===== config.mk =====
export PLATFORM = sky130hd
export DESIGN_NAME = round_key_reader
export DESIGN_NICKNAME = d
export VERILOG_FILES = /design/src/rtl/aes_key_pkg.sv /design/src/rtl/rk_buf.sv /design/src/rtl/round_key_reader.sv
export SDC_FILE = /design/constraint.sdc
export NUM_CORES = 1
export LEC_CHECK = 0
export BUFFER_PORTS_ARGS = -buffer_cell sky130_fd_sc_hd__buf_2
export CORE_UTILIZATION = 25
export DETAILED_ROUTE_END_ITERATION = 10
export SLEW_MARGIN = 20
export SYNTH_ARGS = -nofsm -noshare
export SYNTH_HDL_FRONTEND = slang
export SYNTH_SLANG_ARGS = --single-unit

===== constraint.sdc =====
create_clock -name clk -period 1.9 [get_ports clk]
set_input_delay 0.38 -clock clk [delete_from_list [all_inputs] [get_ports clk]]
set_output_delay 0.38 -clock clk [all_outputs]
set_load 0.01 [all_outputs]

===== src/rtl/aes_key_pkg.sv =====
// Shared encodings for the key-expansion RAM reader: key sizes, round counts
// and reader FSM states.
package aes_key_pkg;

    typedef enum logic [1:0] {
        KEY_MODE_128     = 2'd0,
        KEY_MODE_192     = 2'd1,
        KEY_MODE_256     = 2'd2,
        KEY_MODE_256_ALT = 2'd3
    } key_mode_e;

    localparam logic [3:0] NR_128 = 4'd10;
    localparam logic [3:0] NR_192 = 4'd12;
    localparam logic [3:0] NR_256 = 4'd14;

    typedef enum logic [2:0] {
        IDLE  = 3'd0,
        RD_HI = 3'd1,
        RD_LO = 3'd2,
        CAP   = 3'd3,
        OUT   = 3'd4
    } rkr_state_e;

    // Encoding 3 is reserved and behaves like AES-256.
    function automatic logic [3:0] nr_of(input logic [1:0] key_mode);
        case (key_mode)
            KEY_MODE_128: return NR_128;
            KEY_MODE_192: return NR_192;
            default:      return NR_256;
        endcase
    endfunction

endpackage


===== src/rtl/rk_buf.sv =====
// Two-entry FIFO of {rk, rk_round, rk_last} used by the prefetching reader.
// The writer guarantees it never pushes into a full buffer.
module rk_buf #(
    parameter int DW = 133
) (
    input  logic          clk,
    input  logic          reset,
    input  logic          flush,
    input  logic          push,
    input  logic [DW-1:0] push_data,
    input  logic          pop,
    output logic [DW-1:0] head,
    output logic          valid,
    output logic [1:0]    count
);

    logic [DW-1:0] mem [2];
    logic          wr_ptr;
    logic          rd_ptr;
    logic [1:0]    count_q;
    logic          do_push;
    logic          do_pop;

    always_comb begin
        do_push = push && (count_q != 2'd2);
        do_pop  = pop && (count_q != 2'd0);
    end

    always_ff @(posedge clk) begin
        if (!reset) begin
            mem[0]  <= '0;
            mem[1]  <= '0;
            wr_ptr  <= 1'b0;
            rd_ptr  <= 1'b0;
            count_q <= 2'd0;
        end else if (flush) begin
            wr_ptr  <= 1'b0;
            rd_ptr  <= 1'b0;
            count_q <= 2'd0;
        end else begin
            if (do_push) begin
                mem[wr_ptr] <= push_data;
                wr_ptr      <= ~wr_ptr;
            end
            if (do_pop) begin
                rd_ptr <= ~rd_ptr;
            end
            count_q <= count_q + 2'(do_push) - 2'(do_pop);
        end
    end

    assign head  = mem[rd_ptr];
    assign valid = (count_q != 2'd0);
    assign count = count_q;

endmodule


===== src/rtl/round_key_reader.sv =====
// Walks the key-expansion RAM and streams 128-bit round keys (encrypt or decrypt order).
// Build option RKR_PREFETCH_EN: overlap fetch of the next key with presentation of the current one.
//
// state | meaning
// IDLE  | waiting for start with key_ready
// RD_HI | reading word 2r
// RD_LO | reading word 2r+1, capturing the high word
// CAP   | assembling rk (prefetch: waiting for buffer room / last capture)
// OUT   | presenting rk until accepted (prefetch: draining the buffer)
module round_key_reader
    import aes_key_pkg::*;
#(
    parameter int ADDR_W = 5,
    parameter int WORD_W = 64
) (
    input  logic                clk,
    input  logic                reset,
    input  logic [1:0]          key_mode,
    input  logic                key_ready,
    input  logic                start,
    input  logic                decrypt,
    output logic                busy,
    output logic                rd,
    output logic [ADDR_W-1:0]   rd_addr,
    input  logic [WORD_W-1:0]   rd_data,
    output logic                rk_valid,
    input  logic                rk_ready,
    output logic [2*WORD_W-1:0] rk,
    output logic [3:0]          rk_round,
    output logic                rk_last
);

    rkr_state_e          state_q, state_d;
    logic [3:0]          round_q, round_d;
    logic [3:0]          nr_q, nr_d;
    logic                dec_q, dec_d;
    logic [WORD_W-1:0]   hi_q, hi_d;
    logic                busy_d, rd_d;
    logic [ADDR_W-1:0]   rd_addr_d;
    logic                accept, abort, last_now;
    logic [3:0]          round_step;

    function automatic logic [ADDR_W-1:0] word_addr(input logic [3:0] r, input logic lo);
        return ADDR_W'({r, lo});
    endfunction

    assign accept     = (state_q == IDLE) && start && key_ready;
    assign abort      = (state_q != IDLE) && !key_ready;
    assign last_now   = dec_q ? (round_q == 4'd0) : (round_q == nr_q);
    assign round_step = dec_q ? (round_q - 4'd1) : (round_q + 4'd1);

`ifdef RKR_PREFETCH_EN
    logic                cap_pend_q, cap_pend_d;
    logic [3:0]          cap_round_q, cap_round_d;
    logic                cap_last_q, cap_last_d;
    logic                done_q, done_d;
    logic                buf_push, buf_pop, buf_flush, buf_valid;
    logic [1:0]          buf_count, occ_next;
    logic [2*WORD_W+4:0] buf_head;

    // Low word of a key arrives the cycle after RD_LO and is pushed directly.
    assign buf_push = cap_pend_q;
    assign buf_pop  = buf_valid && rk_ready;
    assign occ_next = buf_count + 2'(buf_push) - 2'(buf_pop);

    always_comb begin
        state_d     = state_q;
        round_d     = round_q;
        nr_d        = nr_q;
        dec_d       = dec_q;
        hi_d        = hi_q;
        rd_d        = 1'b0;
        rd_addr_d   = rd_addr;
        cap_pend_d  = 1'b0;
        cap_round_d = cap_round_q;
        cap_last_d  = cap_last_q;
        done_d      = done_q;
        buf_flush   = 1'b0;
        case (state_q)
            IDLE: begin
                if (accept) begin
                    nr_d      = nr_of(key_mode);
                    dec_d     = decrypt;
                    round_d   = decrypt ? nr_of(key_mode) : 4'd0;
                    done_d    = 1'b0;
                    state_d   = RD_HI;
                    rd_d      = 1'b1;
                    rd_addr_d = word_addr(round_d, 1'b0);
                end
            end
            RD_HI: begin
                state_d   = RD_LO;
                rd_d      = 1'b1;
                rd_addr_d = word_addr(round_q, 1'b1);
            end
            RD_LO: begin
                hi_d        = rd_data;
                cap_pend_d  = 1'b1;
                cap_round_d = round_q;
                cap_last_d  = last_now;
                if (last_now) begin
                    done_d  = 1'b1;
                    state_d = CAP;
                end else begin
                    round_d = round_step;
                    // Two keys will land before any further pop is guaranteed.
                    if (occ_next == 2'd0) begin
                        state_d   = RD_HI;
                        rd_d      = 1'b1;
                        rd_addr_d = word_addr(round_d, 1'b0);
                    end else begin
                        state_d = CAP;
                    end
                end
            end
            CAP: begin
                if (done_q) begin
                    state_d = OUT;
                end else if (occ_next <= 2'd1) begin
                    state_d   = RD_HI;
                    rd_d      = 1'b1;
                    rd_addr_d = word_addr(round_q, 1'b0);
                end
            end
            OUT: begin
                if (buf_pop && rk_last) begin
                    state_d = IDLE;
                end
            end
            default: state_d = IDLE;
        endcase
        if (abort) begin
            state_d    = IDLE;
            rd_d       = 1'b0;
            rd_addr_d  = rd_addr;
            cap_pend_d = 1'b0;
            done_d     = 1'b0;
            buf_flush  = 1'b1;
        end
        busy_d = (state_d != IDLE);
    end

    always_ff @(posedge clk) begin
        if (!reset) begin
            state_q     <= IDLE;
            round_q     <= '0;
            nr_q        <= '0;
            dec_q       <= 1'b0;
            hi_q        <= '0;
            cap_pend_q  <= 1'b0;
            cap_round_q <= '0;
            cap_last_q  <= 1'b0;
            done_q      <= 1'b0;
            busy        <= 1'b0;
            rd          <= 1'b0;
            rd_addr     <= '0;
        end else begin
            state_q     <= state_d;
            round_q     <= round_d;
            nr_q        <= nr_d;
            dec_q       <= dec_d;
            hi_q        <= hi_d;
            cap_pend_q  <= cap_pend_d;
            cap_round_q <= cap_round_d;
            cap_last_q  <= cap_last_d;
            done_q      <= done_d;
            busy        <= busy_d;
            rd          <= rd_d;
            rd_addr     <= rd_addr_d;
        end
    end

    rk_buf #(
        .DW(2*WORD_W+5)
    ) u_rk_buf (
        .clk       (clk),
        .reset     (reset),
        .flush     (buf_flush),
        .push      (buf_push),
        .push_data ({hi_q, rd_data, cap_round_q, cap_last_q}),
        .pop       (buf_pop),
        .head      (buf_head),
        .valid     (buf_valid),
        .count     (buf_count)
    );

    assign {rk, rk_round, rk_last} = buf_head;
    assign rk_valid                = buf_valid;

`else
    logic                rk_valid_d;
    logic [2*WORD_W-1:0] rk_d;
    logic [3:0]          rk_round_d;
    logic                rk_last_d;

    always_comb begin
        state_d    = state_q;
        round_d    = round_q;
        nr_d       = nr_q;
        dec_d      = dec_q;
        hi_d       = hi_q;
        rd_d       = 1'b0;
        rd_addr_d  = rd_addr;
        rk_valid_d = rk_valid;
        rk_d       = rk;
        rk_round_d = rk_round;
        rk_last_d  = rk_last;
        case (state_q)
            IDLE: begin
                if (accept) begin
                    nr_d      = nr_of(key_mode);
                    dec_d     = decrypt;
                    round_d   = decrypt ? nr_of(key_mode) : 4'd0;
                    state_d   = RD_HI;
                    rd_d      = 1'b1;
                    rd_addr_d = word_addr(round_d, 1'b0);
                end
            end
            RD_HI: begin
                state_d   = RD_LO;
                rd_d      = 1'b1;
                rd_addr_d = word_addr(round_q, 1'b1);
            end
            RD_LO: begin
                hi_d    = rd_data;
                state_d = CAP;
            end
            CAP: begin
                rk_d       = {hi_q, rd_data};
                rk_round_d = round_q;
                rk_last_d  = last_now;
                rk_valid_d = 1'b1;
                state_d    = OUT;
            end
            OUT: begin
                if (rk_ready) begin
                    rk_valid_d = 1'b0;
                    if (rk_last) begin
                        state_d = IDLE;
                    end else begin
                        round_d   = round_step;
                        state_d   = RD_HI;
                        rd_d      = 1'b1;
                        rd_addr_d = word_addr(round_d, 1'b0);
                    end
                end
            end
            default: state_d = IDLE;
        endcase
        // Losing key_ready invalidates the RAM, so any held key is dropped too.
        if (abort) begin
            state_d    = IDLE;
            rd_d       = 1'b0;
            rd_addr_d  = rd_addr;
            rk_valid_d = 1'b0;
        end
        busy_d = (state_d != IDLE);
    end

    always_ff @(posedge clk) begin
        if (!reset) begin
            state_q  <= IDLE;
            round_q  <= '0;
            nr_q     <= '0;
            dec_q    <= 1'b0;
            hi_q     <= '0;
            busy     <= 1'b0;
            rd       <= 1'b0;
            rd_addr  <= '0;
            rk_valid <= 1'b0;
            rk       <= '0;
            rk_round <= '0;
            rk_last  <= 1'b0;
        end else begin
            state_q  <= state_d;
            round_q  <= round_d;
            nr_q     <= nr_d;
            dec_q    <= dec_d;
            hi_q     <= hi_d;
            busy     <= busy_d;
            rd       <= rd_d;
            rd_addr  <= rd_addr_d;
            rk_valid <= rk_valid_d;
            rk       <= rk_d;
            rk_round <= rk_round_d;
            rk_last  <= rk_last_d;
        end
    end
`endif

endmodule


**Word level (Yosys, flattened, before mapping)**

Cells that the tools add are included.
W data, S select, Z words.

- $add $sub $neg: 2
- Multipliers: 0
- Divide/modulo/power cells: 0
- $lt $le $gt $ge: 0
- Equality and inequality tests: 9
- Shift-type cells: 0
- Multiplexer cells: 23
- Bitwise logic cells: 2
- Reductions and logical operators: 17

Operators with widths:

| operator | count |
|---|---|
| $mux W4 | 5 |
| $mux W5 | 3 |
| $pmux W3 S5 | 1 |
| $pmux W5 S3 | 1 |
| $mux W3 | 3 |
| $reduce_bool A3 Y1 | 3 |
| $pmux W4 S2 | 1 |
| $eq A3 B2 Y1 const B | 2 |
| $mux W1 | 6 |
| $ne A2 B2 Y1 const B | 3 |
| $pmux W3 S2 | 1 |
| $reduce_and A5 Y1 | 1 |
| $add A4 B1 Y4 const B | 1 |
| $eq A4 B4 Y1 | 1 |
| $logic_not A4 Y1 | 1 |
| $reduce_and A2 Y1 | 2 |
| $reduce_and A4 Y1 | 1 |
| $reduce_bool A2 Y1 | 2 |
| $sub A4 B1 Y4 const B | 1 |
| $eq A3 B1 Y1 const B | 1 |
| $eq A3 B3 Y1 const B | 1 |
| $logic_and A1 B1 Y1 | 3 |
| $logic_not A3 Y1 | 1 |
| $pmux W1 S3 | 1 |
| other kinds (6) | 7 |

- Bits in registers: 217
- Latch bits: 0
- Bits in writable memories: 0
- Bits in read-only memories: 0
- Input port bits: 72
- Output and inout port bits: 141
- Logic and storage cells: 65
- Memories kept: 0

**Depth between registers and ports, before layout**

- Word-level depth: 7
- Mapped depth: 7
- Gate-level depth less buffers: 5

**Worst setup path after synthesis**

Ideal clock, no wire load.

- Path kind: reg2reg
- Start: reg round_q[0]
- End: reg round_q[1]
- Setup time: 0.059 ns
- Arrival time: 1.448 ns
- Required time: 1.841 ns
- Path slack: 0.393 ns
- Stages on the path, launching flop included: 6
- Path buffers: 0
- Clock period less this slack: 1.507 ns
- Cells stage by stage: dfxtp_1 > fa_1 > nor4bb_1 > a31oi_1 > nand2_1 > o211a_1

- Longest elaborated chain between the ends: 5
- Elaborated cells between the ends (all ways): 6
- Those cells by class: add/sub (2); mux (4)

RTL lines:

| what | RTL line | source |
|---|---|---|
| start: declaration | round_key_reader.sv:34 | `logic [3:0] round_q, round_d;` |
| start signal: assignment | round_key_reader.sv:276 | `round_q <= round_d;` |
| $add A4 B1 Y4 or $sub A4 B1 Y4 (tied branches) | round_key_reader.sv:50 | `assign round_step = dec_q ? (round_q - 4'd1) : (round_q + 4'd1);` |
| $mux W4 * | round_key_reader.sv:50 |  |
| $mux W4 * | round_key_reader.sv:238 | `if (rk_last) begin` |
| $mux W4 * | round_key_reader.sv:236 | `if (rk_ready) begin` |
| $pmux W4 S2 * | round_key_reader.sv:208 | `case (state_q)` |

Every way passes the cells marked *; elsewhere a longest branch is shown, timed or not. The select of a mux whose other input is x is not followed.
A chain may end at the register's enable or synchronous reset.

**Final worst setup path**

- Start: reg state_q[2]
- End: reg rk[96]

- Longest elaborated chain between the ends: 1

RTL lines:

| what | RTL line | source |
|---|---|---|
| start: declaration | round_key_reader.sv:33 | `rkr_state_e state_q, state_d;` |
| start signal: assignment | round_key_reader.sv:275 | `state_q <= state_d;` |
| $eq A3 B2 Y1 | round_key_reader.sv:208 |  |
| end signal: assignment | round_key_reader.sv:284 | `rk <= rk_d;` |
| end: declaration | round_key_reader.sv:28 | `output logic [2*WORD_W-1:0] rk,` |

Every way passes these cells.

==> flow_summary.json <==
{
  "p_leak_nw": 4.27,
  "ys_seq_elements": 216,
  "synth_area_sq_um": 8300,
  "async_reset_ff_share_pct": 0,
  "ys_types": 44,
  "ys.warnings.count": 0,
  "yosys.area.top_type_share_pct": 52.1,
  "post-route-period-util_pct": 90.0,
  "avgSynthCellArea_sq_um": 8.49,
  "final_hold_viol_count": 0,
  "synth_common_cells": "403 x nand2_1, 216 x dfxtp_1, 115 x a21boi_0",
  "hpwlAfterDp_mm": 14.4,
  "ys_seq_area_share_pct": 52.1,
  "drv_cap": 0,
  "arrival_ns": 2.14,
  "synth_fp_nets": 1053,
  "drt-initial-drc-count": 349,
  "fin_util_pct": 33.1,
  "synth-edff-count": 0,
  "viasPerCell": 4.33,
  "routed_wl_mm": 22.0,
  "setup_viol": 0,
  "cts.sinks": 216,
  "globalplace.congestion": 0.783,
  "nNetsFinal": 1244,
  "cts_tree": "built",
  "cts.clk_slew.worst_paths_ns": 0.06,
  "clockRootBuffer": "clkbuf_16",
  "fin_crit_ns": 1.71,
  "start_util_pct": 25.5,
  "status": "completed",
  "die_w_um": 184,
  "crit_required_ns": 2.33,
  "synth_cells": 978,
  "grt_pass1_vias": 6615,
  "htree_levels": 1,
  "fp.dieArea_sq_um": 33900,
  "dr.pass1.iters": 4,
  "skew_ns": 0.00592,
  "core_area_sq_um": 32600,
  "tightest_slew_ns": 0.531,
  "crit_fanout": 76,
  "drive_above_1_share_pct": 24.2,
  "clock_latency_ns": 0.51,
  "syn_to_final_growth_pct": 30.1,
  "ant_nets": 0,
  "rsz0062_at_grt": "false",
  "crit_type": "reg2reg",
  "io_pins": 213,
  "diodes": 0,
  "cts_buffer_depth": 3,
  "cts_setup_buffers": 0,
  "antenna_found_initial": 0,
  "grt_max_degree": 94,
  "crit_path_start_kind": "flop",
  "dr_total_vias": 7033,
  "fmax_ghz": 0.585,
  "yosysTopAreaCell": "dfxtp_1",
  "fin_tns_setup_ns": 0,
  "rows": 66,
  "finalMaxSlewViolations": 0,
  "die_h_um": 184,
  "io_buffer_count": 212,
  "synthFlopType": "dfxtp_1",
  "yosys-top-cells-area": "dfxtp_1 52%, nand2_1 18%, a21boi_0 10%",
  "synth_most_common_cell": "nand2_1",
  "cts_buffers": 25,
  "powerDensity_nw_per_um2": 934,
  "grt_pass1_wl_mm": 35.2,
  "wire_per_inst_um": 13.6,
  "gr-usage-all-layers_pct": 12.8,
  "hold_path_class": "in2reg",
  "slew_headroom_pct": 64.2,
  "worstSetupEndpointType": "flop",
  "grt_remaining_overflow": 0,
  "drc": 0,
  "ir_drop_v": 0.000558
}
worst max-delay path, cell delays in order (launching register included):
cell	delay, ns
dfxtp_1	0.48
buf_4	0.23
nor2b_1	0.12
nand2_4	0.12
buf_12	0.28
nand2_1	0.09
a21boi_0	0.20
registers in the layout, indices dropped and copies added (netlist names):
signal    count
rd            1
rk_last       1
state_q       3
busy          1
round_q       4
hi_q         64
rk_valid      1
rk_round      4
dec_q         1
rd_addr       5
nr_q          3
rk          128
final cells by class:
cell class,count,area [sq um]
Sequential cell,216,4330
Clock buffer,30,684
Multi-Input combinational cell,686,3670
Fill cell,3446,21800
Inverter,4,15.0
Timing Repair Buffer,236,1380
Clock inverter,12,173
Tap cell,442,553
what timing repair did:
item	in CTS	in global routing
endpoints found under the setup margin	0	1
gates resized for setup	0	1
hold buffers	0	0
logic make-up after synthesis:
logic type | share of synthesized area [%]
adder cells (fa/ha/maj) | 0.663
AO/OA/AOI/OAI | 21.2
XOR/XNOR | 0.633
flip-flops | 52.1
buffers and inverters | 3.98
AND/OR/NAND/NOR | 21.0
multiplexers | 0.377
through the flow:
stage	hold WS [ns]	setup WS (ns)	cells	cell area, sq um	total power [mW]
final	0.113	0.190	1626	10800	10.1
after global placement	0.438	0.257	1584	9940	5.19
after detailed placement	0.443	0.168	1584	9940	5.19
after CTS	0.0835	0.133	1626	10800	10.2
after floorplan	0.431	0.393	978	8300	4.96
after global routing	0.0967	0.0692	1626	10800	10.5
per-layer routing:
metal,global-route usage (%),share of wire [%],vias up
met5,0,0,-
met4,4.13,2.8,0
met3,2.71,5.3,39
met2,20.8,44,155
met1,16.8,48,3278
li1,-,-,3561
placed cells by master, fill, tap and decap left out, types with 6 or more instances in the layout:
cell / n
a21boi_0: 115
dfxtp_1: 215
nor2_1: 7
clkbuf_16: 25
o21ai_0: 6
buf_2: 211
nand2_1: 401
a21boi_1: 84
buf_4: 14
buf_12: 11
nor2b_1: 6
report_power, final:
part           switching [mW]  internal [mW]
clock network            1.91           3.09
logic                   0.249          0.224
registers              0.0359           4.58
worst paths after layout:
check / slack, ns / cells after the start / end / from
worst max-delay path: 0.19 / 6 / rk[96]$_SDFFE_PN0N_ / state_q[2]$_SDFF_PN0_
worst min-delay path: 0.11 / 3 / rk[59]$_SDFFE_PN0N_ / rd_data[59]
worst max register to register: 0.19 / 6 / rk[96]$_SDFFE_PN0N_ / state_q[2]$_SDFF_PN0_
worst min register to register: 0.45 / 2 / rk[15]$_SDFFE_PN0N_ / rk[15]$_SDFFE_PN0N_
Power figures use the tool's default switching activity.
